**src/rtl/register_file_mp.sv**
```systemverilog
// Register file: one write port, READ_PORTS combinational read ports, optional hardwired R0 and write bypass.
// Latency: reads zero-cycle, writes land on the rising edge. Backpressure: busy_o high during the clear sweep, writes dropped.
// Storage is not reset; a one-word-per-cycle sweep zeroes it after reset or a clear_i pulse.
module register_file_mp #(
    parameter int DATA_WIDTH  = 16,
    parameter int SELECT_SIZE = 3,
    parameter int READ_PORTS  = 2,
    parameter bit ZERO_REG    = 1'b0,
    parameter bit BYPASS      = 1'b1
) (
    input  logic                              clk_i,
    input  logic                              rst_i,
    input  logic                              reg_we_i,
    input  logic [SELECT_SIZE-1:0]            reg_dst_i,
    input  logic [DATA_WIDTH-1:0]             data_i,
    input  logic [READ_PORTS*SELECT_SIZE-1:0] reg_src_i,
    output logic [READ_PORTS*DATA_WIDTH-1:0]  src_o,
    input  logic                              clear_i,
    output logic                              busy_o
);

    localparam int WORDS = 1 << SELECT_SIZE;
    localparam int CW    = SELECT_SIZE + 1;
    localparam logic [CW-1:0] LAST_IDX = CW'(WORDS - 1);

    typedef enum logic {
        IDLE  = 1'b0,
        CLEAR = 1'b1
    } state_t;

    state_t                  state;
    logic [CW-1:0]           clr_idx;
    logic                    busy_q;
    logic [DATA_WIDTH-1:0]   bank [WORDS];
    logic                    wr_en;

    // R0 writes are discarded when it is hardwired; any write is dropped mid-sweep.
    assign wr_en = !busy_q && !reg_we_i && !(ZERO_REG && (reg_dst_i == '0));

    always_ff @(posedge clk_i or posedge rst_i) begin
        if (rst_i) begin
            state   <= CLEAR;
            clr_idx <= '0;
            busy_q  <= 1'b1;
        end else begin
            case (state)
                IDLE: begin
                    if (clear_i) begin
                        state   <= CLEAR;
                        clr_idx <= '0;
                        busy_q  <= 1'b1;
                    end
                end
                CLEAR: begin
                    // clear_i is ignored here: a running sweep never restarts.
                    if (clr_idx == LAST_IDX) begin
                        state  <= IDLE;
                        busy_q <= 1'b0;
                    end else begin
                        clr_idx <= clr_idx + CW'(1);
                    end
                end
                default: begin
                    state  <= CLEAR;
                    busy_q <= 1'b1;
                end
            endcase
        end
    end

    always_ff @(posedge clk_i) begin
        if (state == CLEAR) begin
            bank[clr_idx[SELECT_SIZE-1:0]] <= '0;
        end else if (wr_en) begin
            bank[reg_dst_i] <= data_i;
        end
    end

    assign busy_o = busy_q;

    for (genvar p = 0; p < READ_PORTS; p++) begin : g_lane
        logic [SELECT_SIZE-1:0] sel;
        logic [DATA_WIDTH-1:0]  lane;

        assign sel = reg_src_i[p*SELECT_SIZE +: SELECT_SIZE];

        // Priority: reset/sweep blanking, then hardwired R0, then write-first bypass.
        always_comb begin
            lane = bank[sel];
            if (rst_i || busy_q) begin
                lane = '0;
            end else if (ZERO_REG && (sel == '0)) begin
                lane = '0;
            end else if (BYPASS && !reg_we_i && (sel == reg_dst_i)) begin
                lane = data_i;
            end
        end

        assign src_o[p*DATA_WIDTH +: DATA_WIDTH] = lane;
    end

endmodule

```
**config.mk**
```make
export PLATFORM = sky130hd
export DESIGN_NAME = register_file_mp
export DESIGN_NICKNAME = d
export VERILOG_FILES = /design/src/rtl/register_file_mp.sv
export SDC_FILE = /design/constraint.sdc
export NUM_CORES = 1
export LEC_CHECK = 0
export BUFFER_PORTS_ARGS = -buffer_cell sky130_fd_sc_hd__buf_2
export CAP_MARGIN = 25
export CORE_MARGIN = 2
export CORE_UTILIZATION = 25
export CTS_CLUSTER_SIZE = 14
export DETAILED_ROUTE_END_ITERATION = 10
export SLEW_MARGIN = 20
export SYNTH_ARGS = -nofsm -noshare
export SYNTH_HDL_FRONTEND = slang
export SYNTH_SLANG_ARGS = --single-unit
```
**constraint.sdc**
```tcl
create_clock -name clk_i -period 2.3 [get_ports clk_i]
set_input_delay 0.115 -clock clk_i [delete_from_list [all_inputs] [get_ports clk_i]]
set_output_delay 0.115 -clock clk_i [all_outputs]
set_load 0.02 [all_outputs]
```
==> reports/metrics.yaml, run 1 <==
cts_resized: 0
seqCellArea_sq_um: 3996
slew_violations: 0
gp_congestion: 0.7700
ys_seq_area_share_pct: 58.22
grt_usage_pct: 13.16
dr_total_vias: 4428
die_y_microns: 169.7
syn_area_sq_um: 6864
wl_microns: 18360
finClkSkew_ns: 0.008120
drc_errors: 0
start_util_pct: 25.47
syn2layout_area_growth_pct: 20.22
worstPathRequired_ns: 2.18
tritoncts: "built"
end_kind: "output port"
setup_tns_ns: 0
synth_edf_count: 128
grt_pass1_vias: 4654
status: "completed"
timing.fmax_ghz: 0.4652
maxSlewHeadroom_pct: 61.55
vias_per_cell: 4.877
numCtsBuffers: 17
drt_pass1_iterations: 5
yosys.area.top_type: "edfxtp_1"
cp.arrival_ns: 2.03
clock-sinks: 134
ys_ff_latch: 134
std_cell_rows: 60
synth_area_leaders: "edfxtp_1 (56%), mux4_2 (9.5%), mux2i_1 (9.0%)"
syn_avg_cell_area_sq_um: 14.64
post-route-util_pct: 30.62
yosys_warnings: 0
portBuffers: 61
io_pins: 62
grt_max_degree: 48
dp_hpwl_microns: 12910
synth_cells: 469
core_area_sq_um: 26950
total_power_mw: 8.596
antenna_cells: 0
grt_pass1_wl_microns: 27680
clkLatencyLatePin_ns: 0.43
r2r-start: "state"
pre_cts_ws_ns: 0.2946
crit_path_start_kind: "flip-flop"
drtAntennaViolNets: 0
detail_route.wl_per_cell_microns: 20.22
worstHoldPathType: "primary input to asynchronous set/reset pin"
crit_start: "busy_o"
synth_nets: 499
critPathMaxFanout: 23
root_buffer: "clkbuf_16"
cts_setup_buffers: 0
synth-main-ff-cell: "edfxtp_1"
hold_violations: 0
power.density_nw_per_um2: 1042
dr.first_iter.drc_count: 351
leakage_nw: 3.006
hold_slack_ns: 0.1646
finalWorstSetupSlack_ns: 0.1504
fin_crit_sh_pct: 93.46
clockBufferDepth: 2
min_period_ns: 2.150
multiInputGateArea_sq_um: 2580
drive_gt1_share_pct: 30.69
synth_cell_types: 42
timing.max_cap.violations: 0
irDropWorstVdd_uv: 513.4
tightest_slew_ns: 0.5767
path_clk_slew_ns: 0.06
crit_type: "flip-flop to output port"
setup_violations: 0
yosys.area.top_type_share_pct: 56.00
die_area_sq_um: 28800
antenna_found_initial: 0
cts_max_level: 4
fillers: 2670
grt_overflow_total: 0
die_x_microns: 169.7
rsz0062_at_grt: "false"
synth-async-reset-ratio_pct: 4.478
final_nets: 584
[path summary, 6_finish.rpt]
path                          endpoint  slack (ns)  depth (start not counted)
max in group asynchronous        state        1.88                          3
hold reg to reg                 busy_o        0.52                          2
setup / recovery             src_o[14]        0.15                          3
min in group clk_i          bank[5][0]        0.20                          2
hold / removal              clr_idx[3]        0.16                          3
setup reg to reg           bank[5][15]        0.27                          5
[metal layers]
layer / routed length (microns) / global-route usage, % / part of all wire [%]
met1: 7896 / 16.36 / 43
met2: 9294 / 22.54 / 51
met3: 867 / 2.985 / 4.7
met4: 304 / 4.571 / 1.7
met5: 0 / 0 / 0
[critical path, cell delays in order (launching register included)]
cell      delay (ns)
dfstp_2         0.39
or2_2           0.51
a211oi_1        0.46
buf_2           0.24
[cell families after synthesis]
family / synth area share [%]
simple gates: 8.622
flops: 58.22
compound gates: 7.437
mux: 20.58
buf+inv: 4.193
xor+xnor: 0.7656
fa+ha+maj: 0.1823
[cell usage after synthesis (3+ instances only)]
library cell,count
nand2_1,4
edfxtp_1,128
nor3_1,31
mux4_4,3
clkbuf_8,3
inv_1,6
o22ai_1,30
or2_2,3
and2_1,16
dfrtp_1,4
clkbuf_1,8
a31oi_1,4
xor2_1,6
o21ai_0,6
mux4_2,29
buf_4,3
buf_2,14
buf_6,7
mux2i_1,62
a211oi_1,31
nor2_1,40
nand2b_1,3
[layout make-up]
type / count / area share (%)
inverter: 6 / 0.2729
timing repair buffer: 104 / 8.279
clock inverter: 13 / 1.334
clock buffer: 19 / 5.246
tap: 341 / 5.171
multi-input combinational: 291 / 31.27
sequential: 134 / 48.43
[placed cells by master, fill, tap and decap left out, drive strengths merged, types with 16 or more instances in the layout]
| master | netlist | routed |
|---|---|---|
| edfxtp | 128 | 128 |
| buf | 27 | 102 |
| mux2i | 62 | 62 |
| nor2 | 42 | 42 |
| mux4 | 34 | 34 |
| a211oi | 32 | 32 |
| nor3 | 32 | 32 |
| o22ai | 30 | 30 |
| clkbuf | 11 | 19 |
| and2 | 16 | 16 |
[report_power, final]
part | internal, mW | switching (mW)
Clock | 1.47 | 1.03
Combinational | 0.925 | 1.34
Sequential | 3.50 | 0.325
[metrics by stage]
stage / cells / instance area, sq um
after floorplan: 469 / 6864
after global placement: 874 / 7689
after detailed placement: 874 / 7689
after CTS: 908 / 8252
after global routing: 908 / 8252
final: 908 / 8252
[registers in the layout, summed over array words and instances (netlist names)]
name and count:
bank 128, busy_o 1, clr_idx 4, state 1
[what timing repair did]
| item | 4_1_cts | 5_1_grt |
|---|---|---|
| hold endpoints to repair | 8 | 0 |
| hold buffers | 2 | 0 |
| setup endpoints to repair | 0 | 0 |
Power figures use the tool's default switching activity.
==> run 2, diff against run 1 <==
--- a/config.mk
+++ b/config.mk
@@ -11,6 +11,7 @@
 export CORE_UTILIZATION = 25
 export CTS_CLUSTER_SIZE = 14
 export DETAILED_ROUTE_END_ITERATION = 10
+export MAX_ROUTING_LAYER = met4
 export SLEW_MARGIN = 20
 export SYNTH_ARGS = -nofsm -noshare
 export SYNTH_HDL_FRONTEND = slang
==> run 2 against run 1 <==
Against the previous run: clock skew grew 0.0023 ns; non-clock buffer count is the same; first-iteration DRC count grew 10%; register-to-register slack is essentially flat; critical path depth is the same; sequential power is essentially flat; worst hold slack is essentially flat; combinational power is essentially flat; critical endpoint unchanged; highest routed layer unchanged.
==> reports/metrics.yaml, run 2 (synthesis gave the netlist of run 1 again) <==
status: "completed"
top_register: "bank"
fin_crit_sh_pct: 97.11
largestRegisters: "bank: 128 flops, clr_idx: 4 flops"
finClkSkew_ns: 0.01042
final_area_sq_um: 8252
syn2layout_area_growth_pct: 20.22
path_clk_slew_ns: 0.06
drive_gt1_share_pct: 30.69
std_cell_rows: 60
wl_microns: 18460
largest_register_ffs: 128
portBuffers: 61
path_buf_inv: 1
final_common_cell: "edfxtp_1"
rsz0062_at_grt: "false"
placed_cell_area_sq_um: 7689
slew_violations: 0
dr.first_iter.drc_count: 386
final_nets: 584
hold_slack_ns: 0.1644
worstHoldPathType: "primary input to asynchronous set/reset pin"
die_area_sq_um: 28800
antenna_cells: 0
core_area_sq_um: 26950
cp_cell_sequence: "or2_2, a211oi_1, buf_2"
start_util_pct: 25.47
drt_pass1_iterations: 5
crit_slowest_cell: "a211oi_1"
setup_tns_ns: 0
gp_congestion: 0.7804
tightest_slew_ns: 0.5774
clkLatencyLatePin_ns: 0.43
dp_hpwl_microns: 12910
crit_path_start_kind: "flip-flop"
numCtsBuffers: 17
total_power_mw: 8.605
crit_type: "flip-flop to output port"
grt_pass1_wl_microns: 27660
critPathMaxFanout: 23
finalWorstSetupSlack_ns: 0.06644
grt_pass1_vias: 4664
clockBufferDepth: 2
cts_setup_buffers: 0
die_y_microns: 169.7
leakage_nw: 3.006
end_kind: "output port"
grt_overflow_total: 0
slowest_delay_ns: 0.53
irDropWorstVdd_uv: 514.4
seqCellArea_sq_um: 3996
detail_route.wl_per_cell_microns: 20.33
multiInputGateArea_sq_um: 2580
maxSlewHeadroom_pct: 61.50
clock-sinks: 134
grt_usage_pct: 13.55
timing.max_cap.violations: 0
antenna_found_initial: 0
drtAntennaViolNets: 0
stdcell_count: 908
dp.cells: 874
vias_per_cell: 4.888
cpLargestDelayFamily: "compound AO/OA/AOI/OAI gates"
root_buffer: "clkbuf_16"
post-route-util_pct: 30.62
final_cell_mix: "edfxtp_1 (128), mux2i_1 (62), buf_2 (61)"
tritoncts: "built"
hold_violations: 0
setup_violations: 0
io_pins: 62
drc_errors: 0
fillers: 2670
pre_cts_ws_ns: 0.2946
power.density_nw_per_um2: 1043
timing.fmax_ghz: 0.4477
grt_max_degree: 48
die_x_microns: 169.7
cts_max_level: 4
dr_total_vias: 4438
worstPathRequired_ns: 2.18
cp.arrival_ns: 2.12
min_period_ns: 2.234
==> run 2: cell counts in the layout (fill, tap and decap cells not counted) <==
Identical to the previous run, type by type.
==> run 2: worst reg2reg max path: stages, from the launching register on <==
cell     delay [ns]
dfstp_2        0.43
nor3_2         0.44
buf_4          0.26
a22oi_1        0.14
nor2_1         0.22
buf_4          0.25
==> run 2: layout make-up <==
| cell class | instances | share of cell area [%] |
|---|---|---|
| clock buffers | 19 | 5.246 |
| clock inverters | 13 | 1.334 |
| inverters | 6 | 0.2729 |
| multi-input cells | 291 | 31.27 |
| flip-flops and latches | 134 | 48.43 |
| well taps | 341 | 5.171 |
| repair buffers | 104 | 8.279 |
==> run 2: worst paths after layout <==
path / startpoint / endpoint / slack (ns) / cells past startpoint
min: rst_i / clr_idx[3] / 0.16 / 3
min reg2reg: busy_o / busy_o / 0.52 / 2
max: busy_o / src_o[14] / 0.07 / 3
max in group asynchronous: rst_i / state / 1.88 / 3
max reg2reg: state / bank[5][15] / 0.27 / 5
min in group clk_i: data_i[0] / bank[5][0] / 0.19 / 2
==> run 2: what timing repair did <==
action	CTS	global route
hold buffers	2	0
resized for setup	0	0
endpoints found under the hold margin	8	0
==> run 2: where the power goes <==
| part | total (mW) | internal (mW) | switching, mW |
|---|---|---|---|
| Sequential | 3.83 | 3.50 | 0.327 |
| Combinational | 2.28 | 0.925 | 1.35 |
| Clock | 2.50 | 1.47 | 1.03 |
==> run 2: per-layer routing <==
layer	share of wire, %	vias to the layer above	GRT usage (%)	routed length [microns]
li1	-	2051	-	-
met1	44	2250	16.47	8046
met3	4.6	22	2.822	842
met2	50	115	22.54	9283
met4	1.6	0	4.571	290
met5	0	-	-	0
==> run 3, diff against run 2 <==
--- a/config.mk
+++ b/config.mk
@@ -5,6 +5,7 @@
 export SDC_FILE = /design/constraint.sdc
 export NUM_CORES = 1
 export LEC_CHECK = 0
+export ABC_AREA = 1
 export BUFFER_PORTS_ARGS = -buffer_cell sky130_fd_sc_hd__buf_2
 export CAP_MARGIN = 25
 export CORE_MARGIN = 2
==> run 3 against run 2 <==
Against the previous run: sequential power decreased by 2%; wire length increased by 28%; maximum frequency increased by 11%; design area increased by 7.5%; die area increased by 9.0%; non-clock buffer count decreased by 4; register-to-register slack about the same; clock skew decreased by 0.0017 ns; utilization decreased by 0.61 points; total power increased by 1.3%; via count increased by 50%; largest power group unchanged.
==> reports/metrics.yaml, run 3 <==
clock-sinks: 134
tightest_slew_ns: 0.7732
vias_per_cell: 4.715
fillers: 3133
drive_gt1_share_pct: 13.87
fin_crit_sh_pct: 87.71
p_sw_share_pct: 32.83
synthTopCellsByCount: "nand2_1 (383), nand3_1 (194), edfxtp_1 (128)"
portBuffers: 61
final_common_cell: "nand2_1"
drt_pass1_iterations: 5
synth_area_leaders: "edfxtp_1 (51%), nand2_1 (19%), nand3_1 (13%)"
cts_max_level: 4
ys_seq_area_share_pct: 53.30
dp_hpwl_microns: 14660
p_comb_share_pct: 26.2
crit_type: "flip-flop to flip-flop"
grt_overflow_total: 0
drc_errors: 0
tritoncts: "built"
start_util_pct: 25.37
clockBufferDepth: 2
synth_cell_types: 23
wl_microns: 23670
synth_most_common_cell: "nand2_1"
finClkSkew_ns: 0.008686
core_area_sq_um: 29560
synth_cells: 953
cp.arrival_ns: 2.11
grt_pass1_wl_microns: 35990
slew_violations: 0
antenna_found_initial: 0
cts_setup_buffers: 0
crit_path_start_kind: "flip-flop"
critPathMaxFanout: 16
std_cell_rows: 63
clkLatencyLatePin_ns: 0.43
numCtsBuffers: 17
timing.max_cap.violations: 0
synth-async-reset-ratio_pct: 4.478
final_area_sq_um: 8870
grt_usage_pct: 15.86
p_switching_mw: 2.862
synth_nets: 983
worstPathRequired_ns: 2.39
largest_register_ffs: 128
pre_cts_ws_ns: 0.3358
die_x_microns: 177.2
final_cell_mix: "nand2_1 (383), nand3_1 (194), edfxtp_1 (128)"
drtAntennaViolNets: 0
leakage_nw: 3.835
syn_avg_cell_area_sq_um: 7.868
p_int_mw: 5.855
final_nets: 1041
dr_total_vias: 6667
hold_violations: 0
end_kind: "flip-flop"
irDropWorstVdd_uv: 423.6
path_clk_slew_ns: 0.06
io_pins: 62
grt_max_degree: 65
die_area_sq_um: 31390
yosys.area.top_type: "edfxtp_1"
top_register: "bank"
die_y_microns: 177.2
yosys_warnings: 0
dr.first_iter.drc_count: 480
setup_tns_ns: 0
rrSetupSlack_ns: 0.28
multiInputGateArea_sq_um: 3055
seqCellArea_sq_um: 3996
finalWorstSetupSlack_ns: 0.2826
syn_area_sq_um: 7498
post-route-util_pct: 30.01
largestRegisters: "bank: 128 flops, clr_idx: 4 flops"
yosys.area.top_type_share_pct: 51.26
setup_violations: 0
ys_ff_latch: 134
gp_congestion: 0.8030
grt_pass1_vias: 6299
antenna_cells: 0
root_buffer: "clkbuf_16"
syn2layout_area_growth_pct: 18.29
maxSlewHeadroom_pct: 48.45
clkPwrFrac_pct: 30.8
detail_route.wl_per_cell_microns: 16.74
status: "completed"
placed_cell_area_sq_um: 8275
power.density_nw_per_um2: 982.8
timing.fmax_ghz: 0.4957
synth_edf_count: 128
min_period_ns: 2.017
worstHoldPathType: "primary input to asynchronous set/reset pin"
synth-main-ff-cell: "edfxtp_1"
power_frac_seq_pct: 43.0
rsz0062_at_grt: "false"
## run 3: power groups by stage
stage                     clock network [mW]  registers [mW]  logic, mW
final                                   2.68            3.75       2.28
after CTS                               2.71            3.75       2.29
after detailed placement                   0            3.79       2.28
after global placement                     0            3.78       2.25
after global routing                    2.82            3.83       2.53
after floorplan                            0            3.75       1.43
## run 3: layout make-up
type / instances / area share, %
clock inverter: 10 / 1.467
tap: 390 / 5.501
clock buffer: 22 / 5.008
inverter: 34 / 1.439
timing repair buffer: 100 / 7.081
multi-input combinational: 724 / 34.45
sequential: 134 / 45.06
## run 3: timing repair
| item | in CTS | in global routing |
|---|---|---|
| hold buffers | 2 | 0 |
| resized for setup | 0 | 0 |
| hold endpoints to repair | 8 | 0 |
## run 3: path summary, 6_finish.rpt
path,from,end,depth (start not counted)
worst max-delay path,state,bank[1][5],7
worst min-delay path,rst_i,clr_idx[3],3
worst min register to register,busy_o,busy_o,2
worst max register to register,state,bank[1][5],7
max in group asynchronous,rst_i,state,3
min in group clk_i,data_i[0],bank[2][0],3
## run 3: per-stage QoR
stage,std cells,total power [mW],hold WS (ns)
detailed placement,1380,6.072,0.07226
global route,1414,9.181,0.2083
global placement,1380,6.028,0.07250
floorplan,953,5.178,-0.09549
finish,1414,8.718,0.1712
CTS,1414,8.747,0.1679
## run 3: cells by family after synthesis
family / share of synthesized area [%]
and+or+nand+nor: 39.61
DFF: 53.30
xor gates and xnor gates: 0.1168
AOI/OAI and AO/OA: 0.8176
adders and majority gates: 0.1668
buffers and inverters: 5.990
## run 3: layer usage
| layer | global-route usage, % | vias up | part of all wire, % |
|---|---|---|---|
| li1 | - | 3239 | - |
| met1 | 19.36 | 3084 | 41 |
| met2 | 24.77 | 288 | 47 |
| met3 | 3.522 | 56 | 8.3 |
| met4 | 7.748 | 0 | 3.7 |
| met5 | - | - | 0 |
## run 3: worst max-delay path, cell delays in order, from the launching register on
cell and delay [ns]:
dfstp_2 0.56, inv_2 0.07, nand2_1 0.23, nand2_1 0.11, o21ai_0 0.10, nand2_1 0.14
nor2_1 0.13, buf_4 0.34
